<file path="config.mk">
export PLATFORM = sky130hd
export DESIGN_NAME = uart_rx_oversample
export DESIGN_NICKNAME = d
export VERILOG_FILES = /design/src/rtl/uart_rx_oversample.sv
export SDC_FILE = /design/constraint.sdc
export NUM_CORES = 1
export LEC_CHECK = 0
export ABC_AREA = 1
export ABC_CLOCK_PERIOD_IN_PS = 1450
export BUFFER_PORTS_ARGS = -buffer_cell sky130_fd_sc_hd__buf_4
export CAP_MARGIN = 20
export CELL_PAD_IN_SITES_DETAIL_PLACEMENT = 1
export CELL_PAD_IN_SITES_GLOBAL_PLACEMENT = 2
export CORE_UTILIZATION = 33
export DETAILED_ROUTE_END_ITERATION = 8
export PLACE_DENSITY_LB_ADDON = 0.1
export SYNTH_ARGS = -nofsm -noshare
export SYNTH_HDL_FRONTEND = slang
export SYNTH_SLANG_ARGS = --single-unit
</file>
<file path="constraint.sdc">
create_clock -name clk -period 1.45 [get_ports clk]
set_input_delay 0.3625 -clock clk [delete_from_list [all_inputs] [get_ports clk]]
set_output_delay 0.3625 -clock clk [all_outputs]
set_load 0.02 [all_outputs]
</file>
<file path="src/rtl/uart_rx_oversample.sv">
// rtl/uart_rx_oversample.sv - 16x oversampled 8N1 UART receiver with majority-vote bit recovery
// Define UART_PARITY_EN for 8E1 framing with a parity-error pulse.
module uart_rx_oversample #(
    parameter int CLK_FREQ   = 16_000_000,
    parameter int BAUD       = 1_000_000,
    parameter int OVERSAMPLE = 16
) (
    input  logic       clk,
    input  logic       reset,
    input  logic       i_rx_data,
    output logic [7:0] o_rx_data,
    output logic       o_rx_done,
    output logic       o_rx_active,
    output logic       o_rx_frame_err,
    output logic       o_rx_parity_err
);

    localparam int DIV = CLK_FREQ / (BAUD * OVERSAMPLE);
    localparam int TW  = $clog2(DIV) + 1;

    typedef enum logic [2:0] {
        ST_IDLE,
        ST_START,
        ST_DATA,
`ifdef UART_PARITY_EN
        ST_PARITY,
`endif
        ST_STOP,
        ST_WAIT_HIGH
    } state_t;

    state_t      state_q, state_d;
    logic [TW-1:0] tick_cnt_q, tick_cnt_d;
    logic        sync1_q, sync1_d;
    logic        sync2_q, sync2_d;
    logic        rx_prev_q, rx_prev_d;
    logic [3:0]  s_q, s_d;
    logic [2:0]  bit_idx_q, bit_idx_d;
    logic        samp7_q, samp7_d;
    logic        samp8_q, samp8_d;
    logic [7:0]  shift_q, shift_d;
    logic [7:0]  data_q, data_d;
    logic        done_q, done_d;
    logic        active_q, active_d;
    logic        ferr_q, ferr_d;
`ifdef UART_PARITY_EN
    logic        perr_q, perr_d;
    logic        parity_bad_q, parity_bad_d;
`endif

    logic tick;
    logic rx_s;
    logic maj;
    logic sample_pt;

    always_comb begin
        tick      = (tick_cnt_q == TW'(DIV - 1));
        rx_s      = sync2_q;
        maj       = (samp7_q & samp8_q) | (samp7_q & rx_s) | (samp8_q & rx_s);
        sample_pt = tick && (s_q == 4'd9);

        state_d    = state_q;
        tick_cnt_d = tick ? '0 : tick_cnt_q + TW'(1);
        sync1_d    = i_rx_data;
        sync2_d    = sync1_q;
        rx_prev_d  = rx_s;
        s_d        = s_q;
        bit_idx_d  = bit_idx_q;
        samp7_d    = samp7_q;
        samp8_d    = samp8_q;
        shift_d    = shift_q;
        data_d     = data_q;
        done_d     = 1'b0;
        active_d   = active_q;
        ferr_d     = 1'b0;
`ifdef UART_PARITY_EN
        perr_d       = 1'b0;
        parity_bad_d = parity_bad_q;
`endif

        // s wraps at every bit boundary; votes at 7 and 8 are held for the decision at 9
        if (tick) begin
            s_d = (s_q == 4'd15) ? 4'd0 : s_q + 4'd1;
            if (s_q == 4'd7) samp7_d = rx_s;
            if (s_q == 4'd8) samp8_d = rx_s;
        end

        case (state_q)
            ST_IDLE: begin
                s_d = 4'd0;
                if (rx_prev_q && !rx_s) state_d = ST_START;
            end
            ST_START: begin
                if (sample_pt) begin
                    if (!maj) begin
                        state_d   = ST_DATA;
                        active_d  = 1'b1;
                        bit_idx_d = 3'd0;
                    end else begin
                        state_d = ST_IDLE;
                    end
                end
            end
            ST_DATA: begin
                if (sample_pt) begin
                    shift_d   = {maj, shift_q[7:1]};
                    bit_idx_d = bit_idx_q + 3'd1;
                    if (bit_idx_q == 3'd7) begin
`ifdef UART_PARITY_EN
                        state_d = ST_PARITY;
`else
                        state_d = ST_STOP;
`endif
                    end
                end
            end
`ifdef UART_PARITY_EN
            ST_PARITY: begin
                if (sample_pt) begin
                    parity_bad_d = ^{shift_q, maj};
                    state_d      = ST_STOP;
                end
            end
`endif
            ST_STOP: begin
                // Deciding at mid-stop leaves half a bit to catch a back-to-back start edge
                if (sample_pt) begin
                    active_d = 1'b0;
                    if (maj) begin
                        state_d = ST_IDLE;
`ifdef UART_PARITY_EN
                        if (parity_bad_q) begin
                            perr_d = 1'b1;
                        end else begin
                            data_d = shift_q;
                            done_d = 1'b1;
                        end
`else
                        data_d = shift_q;
                        done_d = 1'b1;
`endif
                    end else begin
                        ferr_d  = 1'b1;
                        state_d = ST_WAIT_HIGH;
                    end
                end
            end
            ST_WAIT_HIGH: begin
                if (rx_s) state_d = ST_IDLE;
            end
            default: state_d = ST_IDLE;
        endcase
    end

    always_ff @(posedge clk) begin
        if (reset) begin
            state_q    <= ST_IDLE;
            tick_cnt_q <= '0;
            sync1_q    <= 1'b1;
            sync2_q    <= 1'b1;
            rx_prev_q  <= 1'b1;
            s_q        <= 4'd0;
            bit_idx_q  <= 3'd0;
            samp7_q    <= 1'b1;
            samp8_q    <= 1'b1;
            shift_q    <= 8'h00;
            data_q     <= 8'h00;
            done_q     <= 1'b0;
            active_q   <= 1'b0;
            ferr_q     <= 1'b0;
`ifdef UART_PARITY_EN
            perr_q       <= 1'b0;
            parity_bad_q <= 1'b0;
`endif
        end else begin
            state_q    <= state_d;
            tick_cnt_q <= tick_cnt_d;
            sync1_q    <= sync1_d;
            sync2_q    <= sync2_d;
            rx_prev_q  <= rx_prev_d;
            s_q        <= s_d;
            bit_idx_q  <= bit_idx_d;
            samp7_q    <= samp7_d;
            samp8_q    <= samp8_d;
            shift_q    <= shift_d;
            data_q     <= data_d;
            done_q     <= done_d;
            active_q   <= active_d;
            ferr_q     <= ferr_d;
`ifdef UART_PARITY_EN
            perr_q       <= perr_d;
            parity_bad_q <= parity_bad_d;
`endif
        end
    end

    assign o_rx_data      = data_q;
    assign o_rx_done      = done_q;
    assign o_rx_active    = active_q;
    assign o_rx_frame_err = ferr_q;
`ifdef UART_PARITY_EN
    assign o_rx_parity_err = perr_q;
`else
    assign o_rx_parity_err = 1'b0;
`endif

endmodule

</file>
==> impl_metrics.json <==
{
  "run_status": "finished, final reports clean",
  "die-area_sq_mm": 0.00489,
  "drt_iter0_markers": 25,
  "post-place-ws_ns": -0.0290,
  "layout-drive-gt1-share": 0.252,
  "critPathLaunch": "s_q[1]",
  "wl_per_cell_um": 13.7,
  "path_depth": 11,
  "fin_skew_ns": 0.00514,
  "r2r_setup_slack_ns": 0.09,
  "viasPerCell": 4.88,
  "grt_overflow": 0,
  "use_met3": 0.0433,
  "synthFlopType": "dfxtp_1",
  "rsz0062_at_grt": "yes",
  "grt_pass1_wl_um": 6500,
  "synthTopCellsByArea": "dfxtp_1, nor2_1, o21ai_0, nand2_1, inv_1",
  "netlist_area_sq_mm": 0.00152,
  "h-tree-depth": 2,
  "critPathBufInv": 2,
  "dpl_cell_area_sq_mm": 0.00171,
  "vdd_drop_max_mv": 0.523,
  "whs_ns": 0.255,
  "grt_max_degree": 21,
  "worst_path_max_delay_cell": "dfxtp_2",
  "io_buffers": 13,
  "cp_slowest_stage_delay_ns": 0.33,
  "min_period_ns": 1.36,
  "dp.cells": 265,
  "power.density_mw_per_mm2": 1330,
  "clk_latency_ns": 0.29,
  "vias": 1336,
  "critPathMaxFanout": 6,
  "cts_buffers": 5,
  "met2_usage": 0.292,
  "avgSynthCellArea_sq_um": 7.65,
  "synth_edf_count": 0,
  "fin_crit_sh": 0.939,
  "maxCapViolCount": 0,
  "final_nets": 230,
  "required_ns": 1.63,
  "cts_tree": "done",
  "pin_count": 15,
  "core-area_sq_mm": 0.00438,
  "cp_cell_sequence": "inv_2 > ha_4 > inv_2 > nor2_4 > nand2_4 > nand2_2 > nand2_2 > nor2_4 > nand3_1 > nand2_1 > nor2_1",
  "leakage_nw": 0.831,
  "ys_warn_count": 0,
  "place_hpwl_um": 2880,
  "crit_end": "state_q[0]",
  "diodes": 0,
  "first_pass_iters": 4,
  "final_cell_area_sq_mm": 0.00187,
  "fp-row-count": 24,
  "cp-start-kind": "flop",
  "finalMaxSlewViolations": 0,
  "grt_pass1_vias": 1411,
  "final_antenna_net_count": 0,
  "synth-seq-area-share": 0.460,
  "ys_types": 27,
  "fin_cells": 274,
  "path_delay_family": "simple AND/OR/NAND/NOR gates",
  "post-synth-top-area-cell": "dfxtp_1",
  "arrival_ns": 1.54,
  "min_path_type": "in -> reg",
  "r2r_start": "s_q[1]",
  "postSynthCellCount": 199,
  "max_freq_mhz": 734,
  "synth_top_area_frac": 0.460,
  "antenna_found_initial": 0,
  "area_growth_pct": 22.9,
  "hold_violations": 0,
  "setup-violations-final": 0,
  "rr_worst_depth": 11,
  "finalPower_mw": 2.49,
  "grt_use_total": 0.172,
  "clk_pin_slew_ns": 0.07,
  "wirelength_um": 3770,
  "met1_usage": 0.205,
  "crit_path_end_kind": "flop",
  "worstSetupPathType": "reg -> reg",
  "cts-root-buf": "clkbuf_8",
  "start_util": 0.347,
  "clk_path_buf_depth": 2,
  "fp.dieH_um": 69.9,
  "async_reset_ff_frac": 0,
  "busiest_layer": "met2",
  "ys_ff_latch": 35,
  "setup_slack_ns": 0.0885,
  "drc": 0,
  "die_w_um": 69.9,
  "place_congestion": 0.798,
  "reg2reg_to": "state_q[0]",
  "cts_num_sinks": 35
}
==> how the worst min path moves through the flow <==
stage	start	endpoint	slack, ns	cells past startpoint
2_1_floorplan	sync1_q	rx_prev_d	0.39	1
3_3_place_gp	sync1_q	rx_prev_d	0.39	1
3_5_place_dp	sync1_q	rx_prev_d	0.41	1
4_1_cts	i_rx_data	sync1_q	0.25	2
5_1_grt	i_rx_data	sync1_q	0.25	2
6_report	i_rx_data	sync1_q	0.26	2
==> power by group <==
part / total, mW / internal [mW] / switching, mW / leakage, nW
Sequential: 1.07 / 1.01 / 0.0657 / 0.285
Clock: 0.853 / 0.504 / 0.349 / 0.0513
Combinational: 0.565 / 0.191 / 0.374 / 0.495
==> synthesized netlist by cell type, types with 2 or more instances <==
cell type  number
inv_2           2
o21ai_0        21
nor3_1          2
dfxtp_1        35
nor2_2          2
buf_2           2
nor2_1         39
a21oi_2         2
or2_2           2
inv_1          19
nand2_2         4
ha_1            5
a21oi_1        11
nor2_4          4
nand3_1        12
nand2_1        26
==> timing repair <==
item | in CTS | in global routing
endpoints found under the hold margin | 0 | 0
hold buffers | 0 | 0
pin swaps | 0 | 7
endpoints found under the setup margin | 4 | 21
resized for setup | 5 | 17
setup buffers | 0 | 2
==> registers in the layout, summed over array words and instances (netlist names) <==
signal          cells
samp8_q             1
rx_prev_q           1
sync1_q             1
tick_cnt_q          1
o_rx_frame_err      1
samp7_q             1
state_q             3
bit_idx_q           3
s_q                 4
o_rx_done           1
o_rx_data           8
shift_q             8
rx_prev_d           1
o_rx_active         1
==> cell families after synthesis <==
family | count (synthesis) | synth area share
flops | 35 | 0.460
buf+inv | 27 | 0.0789
fa+ha+maj | 5 | 0.0411
other cells | 1 | 0.00246
simple gates | 94 | 0.285
compound gates | 37 | 0.132
==> placed cells by master (no fill, tap or decap) <==
master | netlist | routed
buf_12 | 0 | 1
ha_4 | 0 | 1
bufinv_16 | 0 | 1
dfxtp_2 | 0 | 4
ha_1 | 5 | 4
dfxtp_1 | 35 | 31
nand2_1 | 26 | 23
buf_4 | 1 | 19
o211ai_1 | 1 | 1
or2_2 | 2 | 2
o21ai_0 | 21 | 15
inv_2 | 2 | 4
nand4_1 | 1 | 1
a21boi_0 | 1 | 1
a21oi_1 | 11 | 11
nor3_1 | 2 | 2
nor2_2 | 2 | 1
clkinv_4 | 1 | 1
clkbuf_8 | 0 | 5
nand2_2 | 4 | 6
o21ai_1 | 0 | 6
nor2_4 | 4 | 6
nand2_4 | 1 | 2
o311ai_0 | 1 | 1
conb_1 | 1 | 2
inv_1 | 19 | 17
nor2_1 | 39 | 38
nand3_1 | 12 | 11
clkbuf_1 | 1 | 1
nor3b_1 | 1 | 1
a21oi_2 | 2 | 2
nand3_2 | 0 | 1
==> final cells by class <==
| class | instances | area, sq um |
|---|---|---|
| clock buffer | 6 | 72.6 |
| sequential | 35 | 706 |
| fill | 544 | 2510 |
| inverter | 22 | 87.6 |
| clock inverter | 1 | 30.0 |
| timing repair buffer | 20 | 163 |
| multi-input combinational | 138 | 748 |
| tap | 52 | 65.1 |
==> through the flow <==
step | setup TNS, ns | utilization
floorplan | 0 | -
global placement | 0 | 0.389
detailed placement | -0.0489 | 0.389
CTS | 0 | 0.413
global route | -0.0664 | 0.427
finish | 0 | 0.427
==> routing by layer <==
layer	share of wire	vias to the layer above
met5	0	-
met4	0.017	0
met3	0.023	8
met2	0.50	17
met1	0.46	634
li1	-	677
Power figures use the tool's default switching activity.
